File: src/rtl/clock_pkg.sv
// Shared types and constants for the digital clock timekeeping core.
// Holds the mode encoding, BCD limits and the per-digit BCD increment helper.
package clock_pkg;

  typedef enum logic [1:0] {
    RUN      = 2'd0,
    SET_HOUR = 2'd1,
    SET_MIN  = 2'd2
  } mode_e;

  localparam logic [7:0] HOUR_MAX = 8'h23;
  localparam logic [7:0] MIN_MAX  = 8'h59;
  localparam logic [7:0] SEC_MAX  = 8'h59;

  localparam int DEBOUNCE_DEFAULT = 500000;

  // Wraps to 00 at the limit; otherwise units 9->0 bumps the tens digit.
  function automatic logic [7:0] bcd_inc(input logic [7:0] val, input logic [7:0] max);
    if (val == max)        return 8'h00;
    if (val[3:0] == 4'd9)  return {val[7:4] + 4'd1, 4'd0};
    return {val[7:4], val[3:0] + 4'd1};
  endfunction

endpackage

File: src/rtl/clock_btn_debounce.sv
// Button conditioner: 2-flop synchronizer, stability counter and a
// one-cycle press pulse on each accepted rising edge of the level.
module clock_btn_debounce #(
  parameter int DEBOUNCE_CYCLES = 500000
) (
  input  logic fpga_clk,
  input  logic rstn,
  input  logic i_btn,
  output logic o_press
);

  localparam int CW = $clog2(DEBOUNCE_CYCLES + 1);

  logic          r_sync1;
  logic          r_sync2;
  logic          r_level;
  logic          r_press;
  logic [CW-1:0] r_cnt;

  // NOTE: sequential state uses non-blocking assignments so every flop
  // samples pre-edge values; blocking here would collapse the synchronizer.
  always_ff @(posedge fpga_clk or negedge rstn) begin
    if (!rstn) begin
      r_sync1 <= 1'b0;
      r_sync2 <= 1'b0;
      r_level <= 1'b0;
      r_press <= 1'b0;
      r_cnt   <= '0;
    end else begin
      r_sync1 <= i_btn;
      r_sync2 <= r_sync1;
      r_press <= 1'b0;
      // Any cycle where the synchronized level agrees restarts the window.
      if (r_sync2 == r_level) begin
        r_cnt <= '0;
      end else if (r_cnt == CW'(DEBOUNCE_CYCLES - 1)) begin
        r_cnt   <= '0;
        r_level <= r_sync2;
        r_press <= r_sync2;
      end else begin
        r_cnt <= r_cnt + CW'(1);
      end
    end
  end

  assign o_press = r_press;

endmodule

File: src/rtl/clock_time_keeper.sv
// BCD hours/minutes/seconds counter with a three-state button-driven
// setting FSM; all outputs come straight from registers.
module clock_time_keeper
  import clock_pkg::*;
#(
  parameter int DEBOUNCE_CYCLES = DEBOUNCE_DEFAULT
) (
  input  logic       fpga_clk,
  input  logic       rstn,
  input  logic       sec_tick,
  input  logic       btn_mode,
  input  logic       btn_inc,
  output logic [7:0] hour_bcd,
  output logic [7:0] min_bcd,
  output logic [7:0] sec_bcd,
  output logic [1:0] set_mode
);

  logic       w_mode_press;
  logic       w_inc_press;
  mode_e      r_state,  w_state_nxt;
  logic [7:0] r_hour,   w_hour_nxt;
  logic [7:0] r_min,    w_min_nxt;
  logic [7:0] r_sec,    w_sec_nxt;

  clock_btn_debounce #(.DEBOUNCE_CYCLES(DEBOUNCE_CYCLES)) u_db_mode (
    .fpga_clk (fpga_clk),
    .rstn     (rstn),
    .i_btn    (btn_mode),
    .o_press  (w_mode_press)
  );

  clock_btn_debounce #(.DEBOUNCE_CYCLES(DEBOUNCE_CYCLES)) u_db_inc (
    .fpga_clk (fpga_clk),
    .rstn     (rstn),
    .i_btn    (btn_inc),
    .o_press  (w_inc_press)
  );

  always_ff @(posedge fpga_clk or negedge rstn) begin
    if (!rstn) begin
      r_state <= RUN;
      r_hour  <= 8'h00;
      r_min   <= 8'h00;
      r_sec   <= 8'h00;
    end else begin
      r_state <= w_state_nxt;
      r_hour  <= w_hour_nxt;
      r_min   <= w_min_nxt;
      r_sec   <= w_sec_nxt;
    end
  end

  // NOTE: every combinational output is defaulted first so no path leaves
  // a variable unassigned, which would otherwise infer a latch.
  always_comb begin
    w_state_nxt = r_state;
    w_hour_nxt  = r_hour;
    w_min_nxt   = r_min;
    w_sec_nxt   = r_sec;
    case (r_state)
      RUN: begin
        if (w_mode_press) w_state_nxt = SET_HOUR;
        if (sec_tick) begin
          w_sec_nxt = bcd_inc(r_sec, SEC_MAX);
          if (r_sec == SEC_MAX) begin
            w_min_nxt = bcd_inc(r_min, MIN_MAX);
            if (r_min == MIN_MAX) w_hour_nxt = bcd_inc(r_hour, HOUR_MAX);
          end
        end
      end
      SET_HOUR: begin
        if (w_mode_press)     w_state_nxt = SET_MIN;
        else if (w_inc_press) w_hour_nxt  = bcd_inc(r_hour, HOUR_MAX);
      end
      SET_MIN: begin
        // Leaving set mode restarts the minute; a coincident tick is dropped.
        if (w_mode_press) begin
          w_state_nxt = RUN;
          w_sec_nxt   = 8'h00;
        end else if (w_inc_press) begin
          w_min_nxt = bcd_inc(r_min, MIN_MAX);
        end
      end
      default: w_state_nxt = RUN;
    endcase
  end

  assign hour_bcd = r_hour;
  assign min_bcd  = r_min;
  assign sec_bcd  = r_sec;
  assign set_mode = r_state;

endmodule

File: config.mk
export PLATFORM = sky130hd
export DESIGN_NAME = clock_time_keeper
export DESIGN_NICKNAME = d
export VERILOG_FILES = /design/src/rtl/clock_pkg.sv /design/src/rtl/clock_btn_debounce.sv /design/src/rtl/clock_time_keeper.sv
export SDC_FILE = /design/constraint.sdc
export NUM_CORES = 1
export LEC_CHECK = 0
export BUFFER_PORTS_ARGS = -buffer_cell sky130_fd_sc_hd__buf_2
export CELL_PAD_IN_SITES_DETAIL_PLACEMENT = 1
export CELL_PAD_IN_SITES_GLOBAL_PLACEMENT = 2
export CORE_UTILIZATION = 39
export DETAILED_ROUTE_END_ITERATION = 10
export PLACE_DENSITY_LB_ADDON = 0.1
export RECOVER_POWER = 100
export SYNTH_ARGS = -nofsm -noshare
export SYNTH_HDL_FRONTEND = slang
export SYNTH_SLANG_ARGS = --single-unit
export TNS_END_PERCENT = 1
File: constraint.sdc
create_clock -name fpga_clk -period 2.75 [get_ports fpga_clk]
set_clock_uncertainty 0.1 [all_clocks]
set_input_delay 0.275 -clock fpga_clk [delete_from_list [all_inputs] [get_ports fpga_clk]]
set_output_delay 0.275 -clock fpga_clk [all_outputs]
set_load 0.005 [all_outputs]
==> summary by stage, run 1 <==
Synthesis
Averaged over all synthesized cells, the footprint is 10.2 um2. The number of nets in the synthesized netlist is 388. The complex-gate fraction of the synthesized area is about a tenth.

Counting flops with an async set or reset pin after synthesis yields a share of 100%. The Yosys step of the flow raised 0 warnings. The number of distinct library cells after synthesis is 51. The number of enable-type register cells in the synthesized netlist is 0. The mux cell area share after synthesis is 3.20%.

The dominant combinational cell family by area after synthesis is simple AND/OR/NAND/NOR gates. The post-synthesis sequential element count is 72. The sequential cell area fraction in the yosys report is between 40% and 50%. The dominant synthesized flop cell is sky130_fd_sc_hd__dfrtp_1. Of the total synthesized cell area, the portion taken by full adders, half adders and majority gates is 4.67%.

The xor and xnor area share after synthesis is 7.47%. Synthesis produced a netlist whose cell count is 369. The total standard cell area after synthesis is 3750 um2.

The simple-gate area share of the yosys netlist is 23.9%.

Routing
In the routed design, unresolved DRC markers number 0. The via density per instance is 5.34. Summed over all layers, the routed wires come to 8000 um.

In the final routed layout, each cell accounts on average for 14.7 um. The detailed router finished its first iteration with 82 violations. The total iterations of the first detailed-routing run is 4. The antenna violation net count after detailed routing is 0.

The via count is 2906.

STA
Measured against its own limit, the worst slew margin works out to -19.4%. The achievable frequency is 422 MHz. The minimum period implied by the final worst setup slack is 2.37 ns. For the final routed database, the setup TNS stands at 0 ns. The hold violation count in the final report is 0. For the pin with the worst max-slew slack, the measured transition is 1.79 ns.

Setup repair after global routing left no endpoint under its margin. The total count of max-transition violations in the final report was 73. The final-report setup violation count is 0. The share of the clock period used by the worst path is 86.1%.

Job
Max-cap violations in this run came to 1.

Setup path
The nature of the critical path endpoint is a flop. The largest fanout on the critical path is 13. The worst register-to-register path has a depth of 5. The kind of critical path is reg2reg.

STA puts the critical path data arrival time at 2.47 ns. STA classifies the critical path startpoint as a flop. Data on the critical path is required at its endpoint by 2.85 ns.

Clock network
The number of clock sinks is 72. Clock tree synthesis selected as its root buffer the cell sky130_fd_sc_hd__clkbuf_8. In this run, post-CTS repair resized a total of 0 instances. After clock tree synthesis, the clock-pin slew on the worst setup and hold paths is 0.08 ns. The total CTS buffers is 9.

The number of setup buffers added after CTS is 0. The H-tree generated during clock tree synthesis spans 3 levels. The insertion delay to the later sink of the worst-skew pair is 0.35 ns. TritonCTS built the clock tree. In this run the deepest clock path goes through 2 buffers. Buffers inserted to repair hold after CTS numbered 3.

Power and ir drop
In this run, the clock network consumes roughly 37% of the power. In this run switching power makes up ~28% of total power. In this run the static leakage power is 1.73 nW.

The internal power summed over all cells is 1.78 mW. For this design the ratio of total power to cell area is 577 nW/um2. Registers are responsible for between 40% and 50% of the overall power. Power comes to 2.46 mW. Across the VDD grid, the largest voltage drop is 285 uV. The share of power burned in combinational logic is 13.5%. The net load switching power is between 600 and 700 uW.

Global routing
The wire length of the first global-routing pass is 14200 um. The number of global-route vias before repair is a little under 3k. The initial antenna violation count is 0.

Summed over all layers, the global routing overflow is 0. The maximum number of pins on one net before global-route repair is 73. Across every metal layer, demand over resource in global routing totals between 15 and 20%.

Place
At the end of routability-driven placement, the weighted congestion stood at 0.709. The cell area after placement is 4060 um2. Port buffering added 30 buffers. The placed wire-length estimate is 5590 um.

Floorplan
Once the floorplan was initialized, standard cells occupied 40.4% of the core. 31 I/O pins were placed. The initialized floorplan defines 35 standard-cell rows. The floorplan die area is 10000 um2. The die height is 100 um. The die is 100 um wide. The core footprint is slightly above 9000 um2.

Cells and area
The number of nets in the final layout is 430. Leaving out fill and tap cells, the most frequent cells in the layout are sky130_fd_sc_hd__dfrtp_1 (72), sky130_fd_sc_hd__nor2_1 (49), sky130_fd_sc_hd__xnor2_1 (26). The post-route standard cell area excluding fillers is around 4300 um2. The area growth from synthesis to final layout is 13.5%.

The most frequent standard cell in the layout excluding fill and tap cells is sky130_fd_sc_hd__dfrtp_1. The count of antenna diodes in the layout is 0. Cells with a size suffix above 1 make up 13.7% of the layout.

Run status
The final reports fail on capacitance limit, slew limit. The run finished, with violations left.

Worst hold path
The worst hold path was traced through 3 stages. The tightest min-delay check is of the in2reg type.
-- per-layer routing --
metal  global-route usage, %  wire, um  up-vias
li1                        -         -     1416
met1                    23.9      3920     1450
met2                    29.7      3780       29
met3                    3.76       198       11
met4                    5.24        98        0
met5                       0         0        -
-- state kept, by name, indices dropped and copies added (netlist names) --
signal             flops
u_db_inc.r_cnt        19
u_db_mode.r_cnt       19
hour_bcd               8
min_bcd                8
sec_bcd                8
set_mode               2
u_db_inc.o_press       1
u_db_inc.r_level       1
u_db_inc.r_sync1       1
u_db_inc.r_sync2       1
u_db_mode.o_press      1
u_db_mode.r_level      1
u_db_mode.r_sync1      1
u_db_mode.r_sync2      1
-- through the flow --
step / utilization (%) / instances / setup slack (ns) / hold WS (ns)
2_1_floorplan: - / 369 / 0.660 / -0.121
3_3_place_gp: 43.8 / 526 / 0.456 / 0.233
3_5_place_dp: 43.8 / 526 / 0.401 / 0.236
4_1_cts: 46.3 / 544 / 0.395 / 0.147
5_1_grt: 45.9 / 544 / 0.196 / 0.160
6_report: 45.9 / 544 / 0.381 / 0.159
-- worst max-delay path: stages (launching register included) --
cell and delay (ns):
sky130_fd_sc_hd__dfrtp_1 0.41, sky130_fd_sc_hd__nand3_1 0.14, sky130_fd_sc_hd__or4b_1 0.61, sky130_fd_sc_hd__o31ai_4 0.35, sky130_fd_sc_hd__clkbuf_1 0.50, sky130_fd_sc_hd__nor2_1 0.11
-- logic make-up (layout without fill, tap and decap cells) --
group           count (synthesis)  count (layout)
compound gates                 51              51
flops                          72              72
buf+inv                        25              71
mux                            11              11
fa+ha+maj                      14              14
simple gates                  164             164
xor+xnor                       32              32
-- cell type report --
| class | instances | area [um2] |
|---|---|---|
| flip-flops and latches | 72 | 1800 |
| multi-input cells | 272 | 1830 |
| fillers | 1105 | 5020 |
| repair buffers | 38 | 190 |
| well taps | 129 | 161 |
| inverters | 18 | 67.6 |
| clock inverters | 6 | 85.1 |
| clock buffers | 9 | 124 |
-- cell usage after synthesis (2+ instances only) --
master | n | area share, %
sky130_fd_sc_hd__nand2b_1 | 6 | 1.0
sky130_fd_sc_hd__xnor2_1 | 26 | 6.1
sky130_fd_sc_hd__nand4_1 | 8 | 1.3
sky130_fd_sc_hd__ha_1 | 14 | 4.7
sky130_fd_sc_hd__mux2_2 | 8 | 2.4
sky130_fd_sc_hd__o41ai_1 | 5 | 1.2
sky130_fd_sc_hd__nand3_1 | 22 | 2.9
sky130_fd_sc_hd__dfrtp_1 | 72 | 48
sky130_fd_sc_hd__or2_2 | 5 | 0.83
sky130_fd_sc_hd__nor2_1 | 49 | 4.9
sky130_fd_sc_hd__mux2i_1 | 3 | 0.80
sky130_fd_sc_hd__o221ai_1 | 2 | 0.47
sky130_fd_sc_hd__nand3b_1 | 6 | 1.2
sky130_fd_sc_hd__clkbuf_1 | 3 | 0.30
sky130_fd_sc_hd__nor3b_1 | 3 | 0.60
sky130_fd_sc_hd__o31a_1 | 2 | 0.47
sky130_fd_sc_hd__o22ai_1 | 2 | 0.33
sky130_fd_sc_hd__nor3_1 | 9 | 1.2
sky130_fd_sc_hd__or3_1 | 7 | 1.2
sky130_fd_sc_hd__or4b_1 | 4 | 1.1
sky130_fd_sc_hd__inv_1 | 18 | 1.8
sky130_fd_sc_hd__buf_2 | 2 | 0.27
sky130_fd_sc_hd__o31ai_4 | 2 | 1.1
sky130_fd_sc_hd__o31ai_1 | 3 | 0.60
sky130_fd_sc_hd__nor2b_1 | 2 | 0.33
sky130_fd_sc_hd__nor4_1 | 12 | 2.0
sky130_fd_sc_hd__or4_1 | 3 | 0.60
sky130_fd_sc_hd__and3b_1 | 5 | 1.2
sky130_fd_sc_hd__o21ai_0 | 16 | 2.1
sky130_fd_sc_hd__xor2_1 | 6 | 1.4
sky130_fd_sc_hd__a21oi_1 | 10 | 1.3
sky130_fd_sc_hd__nand2_1 | 15 | 1.5
-- power by group through the flow --
stage          sequential [mW]  combinational [mW]  clock, mW
4_1_cts                   1.22               0.347      0.942
2_1_floorplan             1.23               0.194          0
6_report                  1.22               0.332      0.911
5_1_grt                   1.23               0.387      0.994
3_5_place_dp              1.24               0.340          0
3_3_place_gp              1.23               0.331          0
-- final timing paths --
| path | slack [ns] | endpoint | start |
|---|---|---|---|
| max | 0.38 | u_db_mode.r_cnt[4]$_DFF_PN0_ | u_db_mode.r_cnt[15]$_DFF_PN0_ |
| min | 0.16 | sec_bcd[0]$_DFFE_PN0P_ | sec_tick |
| max reg2reg | 0.38 | u_db_mode.r_cnt[4]$_DFF_PN0_ | u_db_mode.r_cnt[15]$_DFF_PN0_ |
| min reg2reg | 0.25 | u_db_inc.r_sync2$_DFF_PN0_ | u_db_inc.r_sync1$_DFF_PN0_ |
| max in group asynchronous | 0.63 | u_db_mode.r_sync1$_DFF_PN0_ | rstn |
| min in group asynchronous | 0.84 | min_bcd[6]$_DFFE_PN0P_ | rstn |
(Power assumes the default switching activity.)
==> run 2, diff against run 1 <==
RECOVER_POWER = 50   (was 100)
==> summary by stage, run 2 (synthesis gave the netlist of run 1 again) <==
Cells and area
Registers take 1800 um2. After filler insertion, the fill cell instance count of the layout stands at 1103. The most frequent standard cell in the layout excluding fill and tap cells is sky130_fd_sc_hd__dfrtp_1. The fraction of final layout cells sized beyond drive strength 1 is 14.9%. The area taken by multi-input logic gates is 1840 um2. The number of antenna diodes in the final layout is 0. The number of nets in the final layout is 430. Excluding fillers, the count of instances in the completed layout stands at 544. In the layout the commonest cells are sky130_fd_sc_hd__dfrtp_1 (72), sky130_fd_sc_hd__nor2_1 (49), sky130_fd_sc_hd__xnor2_1 (26). In the final layout, the registers with the most flip-flops are u_db_inc.r_cnt (19), u_db_mode.r_cnt (19). The area growth from synthesis to final layout is 14.3%.

The final cell utilization of the core is a little under half.

STA
The achievable frequency is 424 MHz. Setup total negative slack on the finished layout was measured at 0 ns. The minimum period implied by the final worst setup slack is 2.36 ns.

The slew at the pin closest to its max-slew limit is 1.80 ns. The relative max-transition margin is -19.7%. The hold violation count in the final report is 0.

The total count of max-transition violations in the final report came to 73. Setup repair after global routing left no endpoint under its margin. The smallest hold slack is 0.159 ns.

After layout, the worst path uses 85.7% of the clock period. Setup violations remaining at the end of the flow were counted as 0.

Floorplan
The initialized floorplan defines 35 standard-cell rows. The starting density of the core is 40.4%. The core region is roughly 9300 um2. The number of top-level design ports is 31.

The floorplan step set the die width to between 100 and 150 um. The floorplan step set the die height to 100 um. The floorplan die area is between 10000 and 15000 um2.

Global routing
Global routing finished with a remaining overflow of 0. The initial antenna violation count is 0. Global routing consumed, on the met2 layer, 29.7% of the routing resources.

Entering global routing, the biggest net connects 73 pins. For this run, the total global-route usage over all layers was measured as roughly 18%. The number of global-route vias before repair was 2938. The met3 track demand over resource in global routing is 3.76%.

After global routing, the most crowded layer is met2. The wire length of the first global-routing pass is about 14000 um. The global routing usage on met1 is between 20% and 30%.

Run status
The run finished, with violations left. The checks that failed: capacitance limit, slew limit.

Power and ir drop
The internal power of the cells totals 1.78 mW. Power comes to 2.46 mW. The net load switching power is 678 uW. VDD sags by at most 285 uV. The switching share of power is 27.5%.

The power density over cell area is 574 nW/um2. The sequential power share is 49.4%. The share of power burned in combinational logic is 13.6%.

The standby leakage power is 1.75 nW. Per report_power, the clock group accounts for 37.0% of the total.

Setup path
The largest fanout on the critical path is 9. The signal arrival time at the worst endpoint is ~2.5 ns. The kind of critical path is reg2reg. The kind of start point of the critical path is a flop. The startpoint of the most critical register-to-register path is sec_bcd[1]$_DFFE_PN0P_. The slack of the worst reg-to-reg path is 0.39 ns. The worst register-to-register path has a depth of 6. The most critical setup path has its endpoint at hour_bcd[5]$_DFFE_PN0P_.

The required time of the worst setup path is approximately 2.9 ns. The nature of the critical path endpoint is a flop. The terminus of the critical flop-to-flop path is hour_bcd[5]$_DFFE_PN0P_. In this run the worst setup path begins at sec_bcd[1]$_DFFE_PN0P_.

Routing
The pre-antenna-repair detailed-routing pass consisted of 4 iterations. The via count is 2899. After detailed routing, the number of remaining DRC violations is 0. The average wire length per cell after detail routing is 14.7 um. The first routing iteration left 75 violations.

The aggregate routed wire length is about 8000 um. After detailed routing, the number of vias per cell comes to 5.33. The detail route stage leaves a number of antenna-violating nets equal to 0.

Clock network
The clock net in this run drives a total of 72 sinks. The insertion delay to the later sink of the worst-skew pair is 0.35 ns. Clock-pin slew was measured on the worst setup and hold paths at 0.08 ns. Clock tree synthesis inserted a total of 9 buffers. The number of H-tree levels is 3.

TritonCTS built the clock tree. The clock passes through at most 2 buffers. The root cell of the clock tree is sky130_fd_sc_hd__clkbuf_8.

Place
The placed wire-length estimate is between 5000 and 6000 um. The count of input and output buffers is 30. After detailed placement, the design holds a cell count of 526. The final weighted congestion in routability-driven placement is 0.709.

Job
The tool flagged a number of max-cap violations equal to 1.

Worst hold path
The min-delay analysis places its worst path in the category in2reg.
-- run 2: how the worst min path moves through the flow --
stage                     slack [ns]  depth (start not counted)                    endpoint                  startpoint
after floorplan                -0.12                          0     hour_bcd[0]$_DFFE_PN0P_                        rstn
after global placement          0.23                          0  u_db_inc.r_sync2$_DFF_PN0_  u_db_inc.r_sync1$_DFF_PN0_
after detailed placement        0.24                          0  u_db_inc.r_sync2$_DFF_PN0_  u_db_inc.r_sync1$_DFF_PN0_
after CTS                       0.15                          3      sec_bcd[0]$_DFFE_PN0P_                    sec_tick
after global routing            0.16                          3      sec_bcd[1]$_DFFE_PN0P_                    sec_tick
final                           0.16                          3      sec_bcd[0]$_DFFE_PN0P_                    sec_tick
-- run 2: critical path, stage by stage (launching register included) --
cell	delay, ns
sky130_fd_sc_hd__dfrtp_1	0.42
sky130_fd_sc_hd__inv_1	0.09
sky130_fd_sc_hd__ha_1	0.15
sky130_fd_sc_hd__nand3b_1	0.27
sky130_fd_sc_hd__or2_2	0.42
sky130_fd_sc_hd__a221oi_2	0.41
sky130_fd_sc_hd__mux2_2	0.38
-- run 2: repair_timing --
| action | in CTS | in global routing |
|---|---|---|
| setup buffers | 0 | 0 |
| hold endpoints to repair | 14 | 0 |
| gates resized for setup | 0 | 0 |
| hold buffers | 3 | 0 |
-- run 2: through the flow --
stage                     instance area, um2  setup WS (ns)
after global placement                  4060          0.456
after detailed placement                4060          0.401
final                                   4290          0.393
after CTS                               4300          0.395
after floorplan                         3750          0.660
after global routing                    4290          0.196
-- run 2: power groups by stage --
| stage | Clock, mW | Combinational (mW) | Sequential [mW] |
|---|---|---|---|
| floorplan | 0 | 0.194 | 1.23 |
| global placement | 0 | 0.331 | 1.23 |
| detailed placement | 0 | 0.340 | 1.24 |
| CTS | 0.942 | 0.347 | 1.22 |
| global route | 0.994 | 0.390 | 1.23 |
| finish | 0.911 | 0.335 | 1.22 |
-- run 2: layer usage --
metal | part of all wire (%) | up-vias
met2 | 47 | 29
met1 | 49 | 1446
met3 | 2.5 | 9
met5 | 0 | -
met4 | 1.2 | 0
li1 | - | 1415
-- run 2: area by class of cell --
cell class / instances / area share, %
Inverter: 18 / 1.58
Multi-Input combinational cell: 272 / 43.0
Clock inverter: 6 / 1.98
Tap cell: 129 / 3.76
Sequential cell: 72 / 42.0
Timing Repair Buffer: 38 / 4.79
Clock buffer: 9 / 2.89
